`config.mk`:
```
export PLATFORM = sky130hd
export DESIGN_NAME = nmr_bstrm_sram_arb_flat
export DESIGN_NICKNAME = d
export VERILOG_FILES = /design/src/rtl/nmr_bstrm_sram_arb_if.sv /design/src/rtl/nmr_bstrm_sram_arb.sv /design/src/flat_wrapper.sv
export SDC_FILE = /design/constraint.sdc
export NUM_CORES = 1
export LEC_CHECK = 0
export ABC_AREA = 1
export ABC_CLOCK_PERIOD_IN_PS = 4200
export CORE_UTILIZATION = 46
export DETAILED_ROUTE_END_ITERATION = 10
export PLACE_DENSITY = 0.84
export SETUP_SLACK_MARGIN = 0.2
export SLEW_MARGIN = 20
export SYNTH_ARGS = -nofsm -noshare
export SYNTH_HDL_FRONTEND = slang
export SYNTH_SLANG_ARGS = --single-unit
```
`constraint.sdc`:
```
create_clock -name clk -period 4.2 [get_ports clk]
set_input_delay 0.42 -clock clk [delete_from_list [all_inputs] [get_ports clk]]
set_output_delay 0.42 -clock clk [all_outputs]
set_load 0.05 [all_outputs]
```
`src/rtl/nmr_bstrm_sram_arb_if.sv`:
```
`default_nettype none
// ============================================================================
// Module   : nmr_bstrm_sram_arb_if
// Brief    : Requester and SRAM read-port bundle for the bitstream SRAM arbiter.
// Revision : 1.0 - initial release
// ============================================================================
interface nmr_bstrm_sram_arb_if #(
  parameter int SRAM_ADDR_WIDTH = 8,
  parameter int SRAM_DAT_WIDTH  = 32
);
  logic                       req0;
  logic [SRAM_ADDR_WIDTH-1:0] addr0;
  logic                       gnt0;
  logic                       rdy0;
  logic [SRAM_DAT_WIDTH-1:0]  dat0;
  logic                       req1;
  logic [SRAM_ADDR_WIDTH-1:0] addr1;
  logic                       gnt1;
  logic                       rdy1;
  logic [SRAM_DAT_WIDTH-1:0]  dat1;
  logic [SRAM_ADDR_WIDTH-1:0] sram_addr;
  logic                       sram_cs;
  logic [SRAM_DAT_WIDTH-1:0]  sram_rd_dat;
  logic                       busy;

  // Arbiter side.
  modport slave (
    input  req0, addr0, req1, addr1, sram_rd_dat,
    output gnt0, rdy0, dat0, gnt1, rdy1, dat1, sram_addr, sram_cs, busy
  );

  // Requesters plus SRAM side.
  modport master (
    output req0, addr0, req1, addr1, sram_rd_dat,
    input  gnt0, rdy0, dat0, gnt1, rdy1, dat1, sram_addr, sram_cs, busy
  );
endinterface
`default_nettype wire

```
`src/rtl/nmr_bstrm_sram_arb.sv`:
```
`default_nettype none
// ============================================================================
// Module   : nmr_bstrm_sram_arb
// Brief    : Two-requester arbiter for the single command SRAM read port.
// Revision : 1.0 - initial release
// ============================================================================
module nmr_bstrm_sram_arb #(
  parameter int SRAM_ADDR_WIDTH = 8,
  parameter int SRAM_DAT_WIDTH  = 32,
  parameter int RD_LAT          = 2,
  parameter int RR_EN           = 1
) (
  input  logic                clk,
  input  logic                rst,
  nmr_bstrm_sram_arb_if.slave bus
);

  typedef enum logic [1:0] {
    IDLE  = 2'd0,
    ISSUE = 2'd1,
    WAIT  = 2'd2
  } state_t;

  localparam logic [3:0] LAT_LOAD = 4'(RD_LAT - 1);

  state_t                     r_state;
  logic                       r_owner;
  logic                       r_ptr;
  logic [3:0]                 r_cnt;
  logic [SRAM_ADDR_WIDTH-1:0] r_sram_addr;
  logic                       r_sram_cs;
  logic                       r_busy;
  logic                       r_gnt0;
  logic                       r_gnt1;
  logic                       r_rdy0;
  logic                       r_rdy1;
  logic [SRAM_DAT_WIDTH-1:0]  r_dat0;
  logic [SRAM_DAT_WIDTH-1:0]  r_dat1;
  logic                       w_pick;

  // Owner choice for an IDLE cycle; only consulted when some request is up.
  always_comb begin
    w_pick = 1'b0;
    if (bus.req0 && bus.req1) begin
      w_pick = (RR_EN != 0) ? r_ptr : 1'b0;
    end else if (bus.req1) begin
      w_pick = 1'b1;
    end
  end

  always_ff @(posedge clk) begin
    if (rst) begin
      r_state     <= IDLE;
      r_owner     <= 1'b0;
      r_ptr       <= 1'b0;
      r_cnt       <= 4'd0;
      r_sram_addr <= '0;
      r_sram_cs   <= 1'b0;
      r_busy      <= 1'b0;
      r_gnt0      <= 1'b0;
      r_gnt1      <= 1'b0;
      r_rdy0      <= 1'b0;
      r_rdy1      <= 1'b0;
      r_dat0      <= '0;
      r_dat1      <= '0;
    end else begin
      r_gnt0    <= 1'b0;
      r_gnt1    <= 1'b0;
      r_rdy0    <= 1'b0;
      r_rdy1    <= 1'b0;
      r_sram_cs <= 1'b0;
      case (r_state)
        IDLE: begin
          // Strobe and grant are registered so they line up with the ISSUE cycle.
          if (bus.req0 || bus.req1) begin
            r_owner     <= w_pick;
            r_sram_addr <= w_pick ? bus.addr1 : bus.addr0;
            r_sram_cs   <= 1'b1;
            r_gnt0      <= ~w_pick;
            r_gnt1      <= w_pick;
            r_busy      <= 1'b1;
            r_state     <= ISSUE;
          end
        end
        ISSUE: begin
          r_ptr   <= ~r_owner;
          r_cnt   <= LAT_LOAD;
          r_state <= WAIT;
        end
        WAIT: begin
          if (r_cnt == 4'd0) begin
            if (r_owner) begin
              r_dat1 <= bus.sram_rd_dat;
              r_rdy1 <= 1'b1;
            end else begin
              r_dat0 <= bus.sram_rd_dat;
              r_rdy0 <= 1'b1;
            end
            r_busy  <= 1'b0;
            r_state <= IDLE;
          end else begin
            r_cnt <= r_cnt - 4'd1;
          end
        end
        default: r_state <= IDLE;
      endcase
    end
  end

  assign bus.gnt0      = r_gnt0;
  assign bus.gnt1      = r_gnt1;
  assign bus.rdy0      = r_rdy0;
  assign bus.rdy1      = r_rdy1;
  assign bus.dat0      = r_dat0;
  assign bus.dat1      = r_dat1;
  assign bus.sram_addr = r_sram_addr;
  assign bus.sram_cs   = r_sram_cs;
  assign bus.busy      = r_busy;

endmodule
`default_nettype wire

```
`src/flat_wrapper.sv`:
```
// flat-port wrapper written by rule: the top's interface ports become plain ports
module nmr_bstrm_sram_arb_flat 
#(
  parameter int SRAM_ADDR_WIDTH = 8,
  parameter int SRAM_DAT_WIDTH  = 32,
  parameter int RD_LAT          = 2,
  parameter int RR_EN           = 1
)
  (clk, rst, bus_req0, bus_addr0, bus_req1, bus_addr1, bus_sram_rd_dat, bus_gnt0, bus_rdy0, bus_dat0, bus_gnt1, bus_rdy1, bus_dat1, bus_sram_addr, bus_sram_cs, bus_busy);
  nmr_bstrm_sram_arb_if #(.SRAM_ADDR_WIDTH(SRAM_ADDR_WIDTH), .SRAM_DAT_WIDTH(SRAM_DAT_WIDTH)) bus_i ();
  input  logic clk;
  input  logic rst;
  input wire logic [$bits(bus_i.req0)-1:0] bus_req0;
  input wire logic [$bits(bus_i.addr0)-1:0] bus_addr0;
  input wire logic [$bits(bus_i.req1)-1:0] bus_req1;
  input wire logic [$bits(bus_i.addr1)-1:0] bus_addr1;
  input wire logic [$bits(bus_i.sram_rd_dat)-1:0] bus_sram_rd_dat;
  output wire logic [$bits(bus_i.gnt0)-1:0] bus_gnt0;
  output wire logic [$bits(bus_i.rdy0)-1:0] bus_rdy0;
  output wire logic [$bits(bus_i.dat0)-1:0] bus_dat0;
  output wire logic [$bits(bus_i.gnt1)-1:0] bus_gnt1;
  output wire logic [$bits(bus_i.rdy1)-1:0] bus_rdy1;
  output wire logic [$bits(bus_i.dat1)-1:0] bus_dat1;
  output wire logic [$bits(bus_i.sram_addr)-1:0] bus_sram_addr;
  output wire logic [$bits(bus_i.sram_cs)-1:0] bus_sram_cs;
  output wire logic [$bits(bus_i.busy)-1:0] bus_busy;
  assign bus_i.req0 = bus_req0;
  assign bus_i.addr0 = bus_addr0;
  assign bus_i.req1 = bus_req1;
  assign bus_i.addr1 = bus_addr1;
  assign bus_i.sram_rd_dat = bus_sram_rd_dat;
  assign bus_gnt0 = bus_i.gnt0;
  assign bus_rdy0 = bus_i.rdy0;
  assign bus_dat0 = bus_i.dat0;
  assign bus_gnt1 = bus_i.gnt1;
  assign bus_rdy1 = bus_i.rdy1;
  assign bus_dat1 = bus_i.dat1;
  assign bus_sram_addr = bus_i.sram_addr;
  assign bus_sram_cs = bus_i.sram_cs;
  assign bus_busy = bus_i.busy;
  nmr_bstrm_sram_arb #(.SRAM_ADDR_WIDTH(SRAM_ADDR_WIDTH), .SRAM_DAT_WIDTH(SRAM_DAT_WIDTH), .RD_LAT(RD_LAT), .RR_EN(RR_EN)) u_core (.clk(clk), .rst(rst), .bus(bus_i));
endmodule
```
==> After elaboration in Yosys (flattened, before gate mapping) <==
Index checks and enable logic that the tools add are counted.
{ "totals": {"reg_bits": 86, "mem_count": 0, "wordCells": 54, "out_inout_bits": 78, "ramBits": 0, "latchBits": 0, "inputBits": 52, "rom_bits": 0} }
{ "classes": {"reduce_logical": 15, "n_shift": 0, "bitwise": 6, "order_cmp": 0, "n_addsub": 1, "n_div": 0, "n_mul": 0, "muxes": 14, "eq_ne": 5} }
{ "ops": {"columns": ["op", "n"], "rows": [
  ["3-bit AND reduction", 3],
  ["8-bit 2-to-1 mux", 1],
  ["4-bit one-hot mux with 2 select lines", 1],
  ["1-bit 2-to-1 mux", 7],
  ["1-bit NOT", 6],
  ["2-bit one-hot mux with 3 select lines", 1],
  ["2-bit AND reduction", 3],
  ["3-bit OR reduction", 2],
  ["4-bit logical NOT", 1],
  ["2-bit 2-to-1 mux", 2],
  ["4-bit 2-to-1 mux", 1],
  ["2-bit by 1-bit inequality test with 1-bit output, second input constant", 2],
  ["2-bit nonzero test", 2],
  ["4-bit by 1-bit subtractor with 4-bit output, second input constant", 1],
  ["2-bit by 1-bit == test with 1-bit output, second input constant", 1],
  ["2-bit == test, second input constant", 1],
  ["2-bit logical NOT", 1],
  ["2-bit inequality test, second input constant", 1],
  ["1-bit one-hot mux with 2 select lines", 1],
  ["2-bit OR reduction", 1],
  ["1-bit logical AND", 1],
  ["1-bit logical OR", 1]
]} }

==> Longest topological paths before layout <==
Gate-level depths: netlist of the first run.
{ "depth": {"depth_word": 3, "mapped_depth": 8, "depth_no_buf": 8} }

==> Least setup slack after synthesis of the first run <==
No wires, ideal clock.
{ "synth_path": {"kind": "register to register", "startpoint": "register u_core.r_cnt[0]", "endpoint": "register u_core.r_dat1[10], in the netlist u_core.bus.dat1[10]", "slack_ns": 2.847, "period_less_slack_ns": 1.353, "path_stages_with_launch": 9, "setup_ns": 0.132, "required_ns": 4.068, "t_arrival_ns": 1.221, "n_path_buf": 1, "path_cell_list": "dfxtp_1 > inv_1 > ha_1 > nand2_4 > nor2_8 > nand2_4 > buf_6 > nand2_1 > a21oi_1"} }
{ "synth_via": {"elab_chain_len": 2} }
{ "synth_lines": {"columns": ["item", "line_no", "rtl"], "rows": [
  ["start, declared", "nmr_bstrm_sram_arb.sv:29", "logic [3:0] r_cnt;"],
  ["start signal, assigned", "nmr_bstrm_sram_arb.sv:102", "r_cnt <= r_cnt - 4'd1;"],
  ["4-bit logical NOT", "nmr_bstrm_sram_arb.sv:91", "if (r_cnt == 4'd0) begin"],
  ["3-bit AND reduction (no line)", null, null],
  ["end signal, assigned", "nmr_bstrm_sram_arb.sv:93", "r_dat1 <= bus.sram_rd_dat;"],
  ["end, declared", "nmr_bstrm_sram_arb.sv:38", "logic [SRAM_DAT_WIDTH-1:0] r_dat1;"]
]} }
No other way between the ends.
A chain may end at the register's enable or synchronous reset.

==> results of run 1 <==
## flip-flops by register name, indices dropped and copies added, names as in the netlist
signal and count:
u_core.bus.rdy1 1, u_core.r_cnt 4, u_core.bus.sram_cs 1, u_core.r_owner 1, u_core.bus.busy 1, u_core.bus.sram_addr 8
u_core.bus.dat0 32, u_core.r_ptr 1, u_core.bus.gnt1 1, u_core.r_state 2, u_core.bus.gnt0 1, u_core.bus.rdy0 1
u_core.bus.dat1 32
## synthesized netlist by cell type, types with 2 or more instances
| library cell | instances |
|---|---|
| dfxtp_1 | 86 |
| nor2_1 | 74 |
| nand2_1 | 64 |
| o21ai_0 | 45 |
| a21oi_1 | 44 |
| nand3_1 | 35 |
| inv_1 | 19 |
| clkbuf_1 | 11 |
| buf_6 | 10 |
| buf_8 | 3 |
| inv_2 | 3 |
| clkinv_1 | 2 |
| nand2_4 | 2 |
| nor3_1 | 2 |
## per-stage QoR
step                      cell area [µm²]  utilization [%]  total power [W]
after floorplan                      3282                -         0.001178
after global placement               4499            65.86         0.001310
after detailed placement             4499            65.86         0.001318
after CTS                            4721            69.10         0.001948
after global routing                 4721            69.10         0.002018
final                                4721            69.10         0.001935
## metal layers
metal  GRT usage (%)  vias to the layer above  wire length [µm]
li1                -                     1550                 -
met1           24.41                     1402              3362
met2           39.75                       93              3939
met3           4.571                       10               452
met4           9.242                        0               122
met5               0                        -                 0
## final timing paths
kind / to / slack [ps] / depth (start not counted)
max: u_core.r_owner$_SDFFE_PP0P_ / 1680 / 5
min: u_core.bus.dat1[0]$_SDFFE_PP0P_ / 460 / 2
max reg2reg: u_core.bus.dat0[2]$_SDFFE_PP0P_ / 2170 / 6
min reg2reg: u_core.bus.dat1[0]$_SDFFE_PP0P_ / 460 / 2
## area by class of cell
class / count / share of cell area (%)
sequential: 86 / 36.47
tap: 96 / 2.544
timing repair buffer: 131 / 27.67
inverter: 24 / 1.908
clock buffer: 11 / 3.207
multi-input combinational: 274 / 26.72
clock inverter: 4 / 1.484
## cell families after synthesis
family                   synth area share [%]
adder cells (fa/ha/maj)                0.3812
AND/OR/NAND/NOR                         24.29
buffers and inverters                   9.111
AO/OA/AOI/OAI                           13.76
flip-flops                              52.46
## worst max-delay path: stages
cell and delay (ps):
clkdlybuf4s50_1 460, buf_4 340, clkinv_1 910, nand2_1 470, o22ai_1 100
## power breakdown
group	internal (W)	switching, W	total (W)
sequential	0.000860	0.0000227	0.000882
combinational	0.000149	0.000268	0.000417
clock	0.000362	0.000273	0.000635
total	0.00137	0.000564	0.00193
==> qor.yml, run 1 <==
finish:
  fill_cells: 576
  final_common_cell: "clkdlybuf4s50_1"
  insertedDiodeCount: 0
  fin_cells: 626
  nets: 579
  final-seq-area_um2: 1722
  multi_input_area_um2: 1261
  syn_to_final_growth_pct: 43.84
  mostFrequentLayoutCells: "129 x clkdlybuf4s50_1, 86 x dfxtp_1, 74 x nor2_1, 64 x nand2_1, 45 x o21ai_0"
  drive_above_1_share_pct: 5.283
sta:
  worst_pin_slew_ps: 1018
  layout_worst_path_cycle_share_pct: 59.89
  fmax_mhz: 397.6
  postLayoutSetupSlackWorst_ps: 1685
  slew_headroom_pct: 31.74
  worst_clock_skew_ps: 9.091
  setup_tns_ps: 0
  finalHoldViolCount: 0
  layout_min_cycle_time_ps: 2515
  rsz0062_at_grt: "no"
  maxSlewViolCount: 0
  setup_viol: 0
  whs_ps: 464.7
logic_synthesis:
  syn-num-nets: 463
  synth.area.top_cells: "dfxtp_1 52%, nor2_1 8.5%, nand2_1 7.3%"
  synthCells: 410
  yosysTopAreaCell: "dfxtp_1"
  synth.yosys.seq_area_share_pct: 52.46
  async_reset_ff_share_pct: 0
  yosys_most_used_dff: "dfxtp_1"
  yosysWarnings: 0
  ys_seq_elements: 86
  syn-cell-area_um2: 3282
  ys_types: 24
  synth_top_area_share_pct: 52.46
  avgSynthCellArea_um2: 8.005
  synth-edff-count: 0
floorplanning:
  die_w_um: 86.47
  rows: 30
  die_h_um: 86.47
  ioPinCount: 130
  core_area_um2: 6832
  die_area_um2: 7476
  start_util_pct: 48.04
clocking:
  cts_hold_buf: 0
  clkSinkCount: 86
  cts_setup_buffers: 0
  htreeDepth: 3
  insertion_delay_ps: 340
  cts_buffers: 9
  cts_tree: "yes"
  cts_resized: 0
  path_clk_slew_ps: 70
  cts-root-buf: "clkbuf_8"
  clockBufferDepth: 2
min_path:
  min_from: "u_core.bus.dat1[0]$_SDFFE_PP0P_"
  hold_class: "register to register"
setup_path:
  startpoint_type: "input pin"
  critical_path.startpoint: "rst"
  arrival_ps: 2720
  r2r-start: "u_core.r_cnt[0]$_SDFFE_PP0P_"
  cp_data_required_time_ps: 4400
  worstSetupPathType: "input pin to register"
  critical_path.max_fanout: 46
  end_kind: "register"
placed_design:
  portBuffers: 129
  dp_hpwl_um: 5380
  gp_congestion: 0.7933
  dp.cells: 611
  place_ws_ps: 1335
routing:
  routed_wirelength_um: 7876
  ant_nets: 0
  wire_per_inst_um: 12.58
  drt_pass1_iterations: 4
  drtIter0Drc: 131
  vias_per_cell: 4.880
  drc: 0
  via_count: 3055
grt:
  grt_max_degree: 47
  grt_pass1_vias: 2926
  grt_usage_pct: 21.74
  grt_overflow_total: 0
  antenna_found_initial: 0
  grt_pass1_wl_um: 12910
pwr:
  leakagePower_nw: 1.760
  ir_worst_vdd_uv: 322.6
  p_per_area_nw_per_um2: 409.9
outcome:
  status: "finished clean"
flow_run:
  drv_cap: 0
Note: power is estimated with default switching activity, not from simulation.
==> run 2, diff against run 1 <==
--- a/config.mk
+++ b/config.mk
@@ -6,10 +6,10 @@
 export NUM_CORES = 1
 export LEC_CHECK = 0
 export ABC_AREA = 1
-export ABC_CLOCK_PERIOD_IN_PS = 4200
-export CORE_UTILIZATION = 46
+export ABC_CLOCK_PERIOD_IN_PS = 2300
+export CORE_UTILIZATION = 39
 export DETAILED_ROUTE_END_ITERATION = 10
-export PLACE_DENSITY = 0.84
+export PLACE_DENSITY = 0.76
 export SETUP_SLACK_MARGIN = 0.2
 export SLEW_MARGIN = 20
 export SYNTH_ARGS = -nofsm -noshare
==> constraint.sdc (replaced) <==
create_clock -name clk -period 2.3 [get_ports clk]
set_input_delay 0.23 -clock clk [delete_from_list [all_inputs] [get_ports clk]]
set_output_delay 0.23 -clock clk [all_outputs]
set_load 0.05 [all_outputs]
==> run 2 against run 1 <==
Global-route usage down 3.2 points. Routed wire length increased by 0.52%. Die area up 18%. Design area decreased by 0.32%. Flip-flop and latch count did not move. Total power grew 68%. Clock power up 37%. Non-clock buffer count increased by 4. Sequential power rose by 83%. Via count fell by 1.0%. Combinational power is 84% higher. Core utilization down 12 points. Critical endpoint is now bus_dat1[1]. Highest routed layer unchanged.
==> qor.yml, run 2 (synthesized netlist as in run 1, its figures left out) <==
outcome:
  status: "finished clean"
finish:
  drive_above_1_share_pct: 5.816  # +0.53 points
  nets: 583  # +0.69%
  insertedDiodeCount: 0  # unchanged
  fin_cells: 638  # +1.9%
  final-seq-area_um2: 1722  # unchanged
  fill_cells: 766  # +33%
  mostFrequentLayoutCells: "129 x clkdlybuf4s50_1, 86 x dfxtp_1, 74 x nor2_1, 64 x nand2_1, 45 x o21ai_0"
  syn_to_final_growth_pct: 43.39
  multi_input_area_um2: 1261  # unchanged
  final_common_cell: "clkdlybuf4s50_1"
sta:
  slew_headroom_pct: 56.06  # +24 points
  fmax_mhz: 575.5
  layout_worst_path_cycle_share_pct: 75.54
  worst_clock_skew_ps: 11.69  # +2.599 ps
  finalHoldViolCount: 0  # unchanged
  rsz0062_at_grt: "no"
  setup_tns_ps: 0  # unchanged
  worst_pin_slew_ps: 658.4  # -359.1 ps
  maxSlewViolCount: 0  # unchanged
  layout_min_cycle_time_ps: 1738
  setup_viol: 0  # unchanged
  postLayoutSetupSlackWorst_ps: 562.5  # -1122 ps
pwr:
  leakagePower_nw: 1.753  # -0.41%
  p_per_area_nw_per_um2: 690.9  # +69%
  ir_worst_vdd_uv: 324.0  # +0.41%
  total_power_w: 0.003251  # +68%
clocking:
  insertion_delay_ps: 340  # about the same
  path_clk_slew_ps: 80  # about the same
  cts_setup_buffers: 0  # unchanged
  cts_buffers: 9  # unchanged
  clkSinkCount: 86  # unchanged
  cts_resized: 0  # unchanged
  htreeDepth: 3  # unchanged
  clockBufferDepth: 2  # unchanged
  cts-root-buf: "clkbuf_8"
  cts_hold_buf: 0  # unchanged
  cts_tree: "yes"
grt:
  grt_max_degree: 37  # -21%
  grt_pass1_vias: 2816  # -3.8%
  grt_usage_pct: 18.58  # -3.2 points
  grt_overflow_total: 0  # unchanged
  antenna_found_initial: 0  # unchanged
  grt_pass1_wl_um: 12910  # unchanged
routing:
  ant_nets: 0  # unchanged
  via_count: 3023  # -1.0%
  wire_per_inst_um: 12.41  # -1.4%
  routed_wirelength_um: 7917  # +0.52%
  drt_pass1_iterations: 4  # unchanged
  drc: 0  # unchanged
  drtIter0Drc: 127  # -3.1%
  vias_per_cell: 4.738  # -2.9%
setup_path:
  arrival_ps: 1510  # -1210 ps
  cp_data_required_time_ps: 2070  # -2330 ps
  crit_buf_inv: 1  # -2
  critPathSlowestCell: "clkdlybuf4s50_1"
  critPathMaxStageDelay_ps: 820  # -90 ps
  end_kind: "primary output"
  startpoint_type: "register"
  path_cells: "clkdlybuf4s50_1"
  cpLargestDelayFamily: "buffers and inverters"
  worstSetupPathType: "register to primary output"
  critical_path.max_fanout: 2  # -96%
floorplanning:
  die_area_um2: 8786  # +18%
  core_area_um2: 8175  # +20%
  start_util_pct: 40.14  # -7.9 points
  rows: 33  # +10%
  die_w_um: 93.74  # +8.4%
  die_h_um: 93.74  # +8.4%
  ioPinCount: 130  # unchanged
placed_design:
  gp_congestion: 0.7804  # -1.6%
  portBuffers: 129  # unchanged
  dp.cells: 624  # +2.1%
  dp_hpwl_um: 5546  # +3.1%
  place_ws_ps: 544.7  # -790.6 ps
min_path:
  hold_class: "input pin to register"
flow_run:
  drv_cap: 0  # unchanged
-- run 2: per-layer routing --
metal,track usage [%],part of all wire (%),vias to the layer above,wire [µm]
li1,-,-,1570,-
met1,22.17,45,1364,3573
met2,32.79,49,84,3886
met3,3.883,5.2,5,411
met4,6.538,0.58,0,46
met5,0,0,-,0
-- run 2: report_power, final --
| group | switching [W] | internal (W) | leakage (nW) | total [W] |
|---|---|---|---|---|
| logic | 0.000489 | 0.000280 | 0.970 | 0.000769 |
| clock network | 0.000496 | 0.000375 | 0.0845 | 0.000871 |
| registers | 0.0000414 | 0.00157 | 0.699 | 0.00161 |
-- run 2: cell type report --
type / count / share of cell area, %
multi-input cells: 274 / 26.80
clock inverters: 5 / 0.6115
flip-flops and latches: 86 / 36.59
repair buffers: 135 / 28.66
well taps: 105 / 2.792
clock buffers: 9 / 2.632
inverters: 24 / 1.914
-- run 2: worst paths after layout --
path	slack, ps	end	from	depth (start not counted)
min reg2reg	460	u_core.bus.dat1[5]$_SDFFE_PP0P_	u_core.bus.dat1[5]$_SDFFE_PP0P_	2
max	560	bus_dat1[1]	u_core.bus.dat1[1]$_SDFFE_PP0P_	1
min	450	u_core.bus.sram_addr[2]$_SDFFE_PP0P_	bus_addr0[2]	3
max reg2reg	630	u_core.bus.dat1[6]$_SDFFE_PP0P_	u_core.r_cnt[0]$_SDFFE_PP0P_	7
-- run 2: through the flow --
stage	hold WS [ps]	util, %	cell area [µm²]
6_report	452.5	57.56	4706
5_1_grt	453.7	57.56	4706
4_1_cts	434.7	57.56	4706
3_5_place_dp	451.5	55.69	4553
3_3_place_gp	447.0	55.69	4553
2_1_floorplan	377.2	-	3282
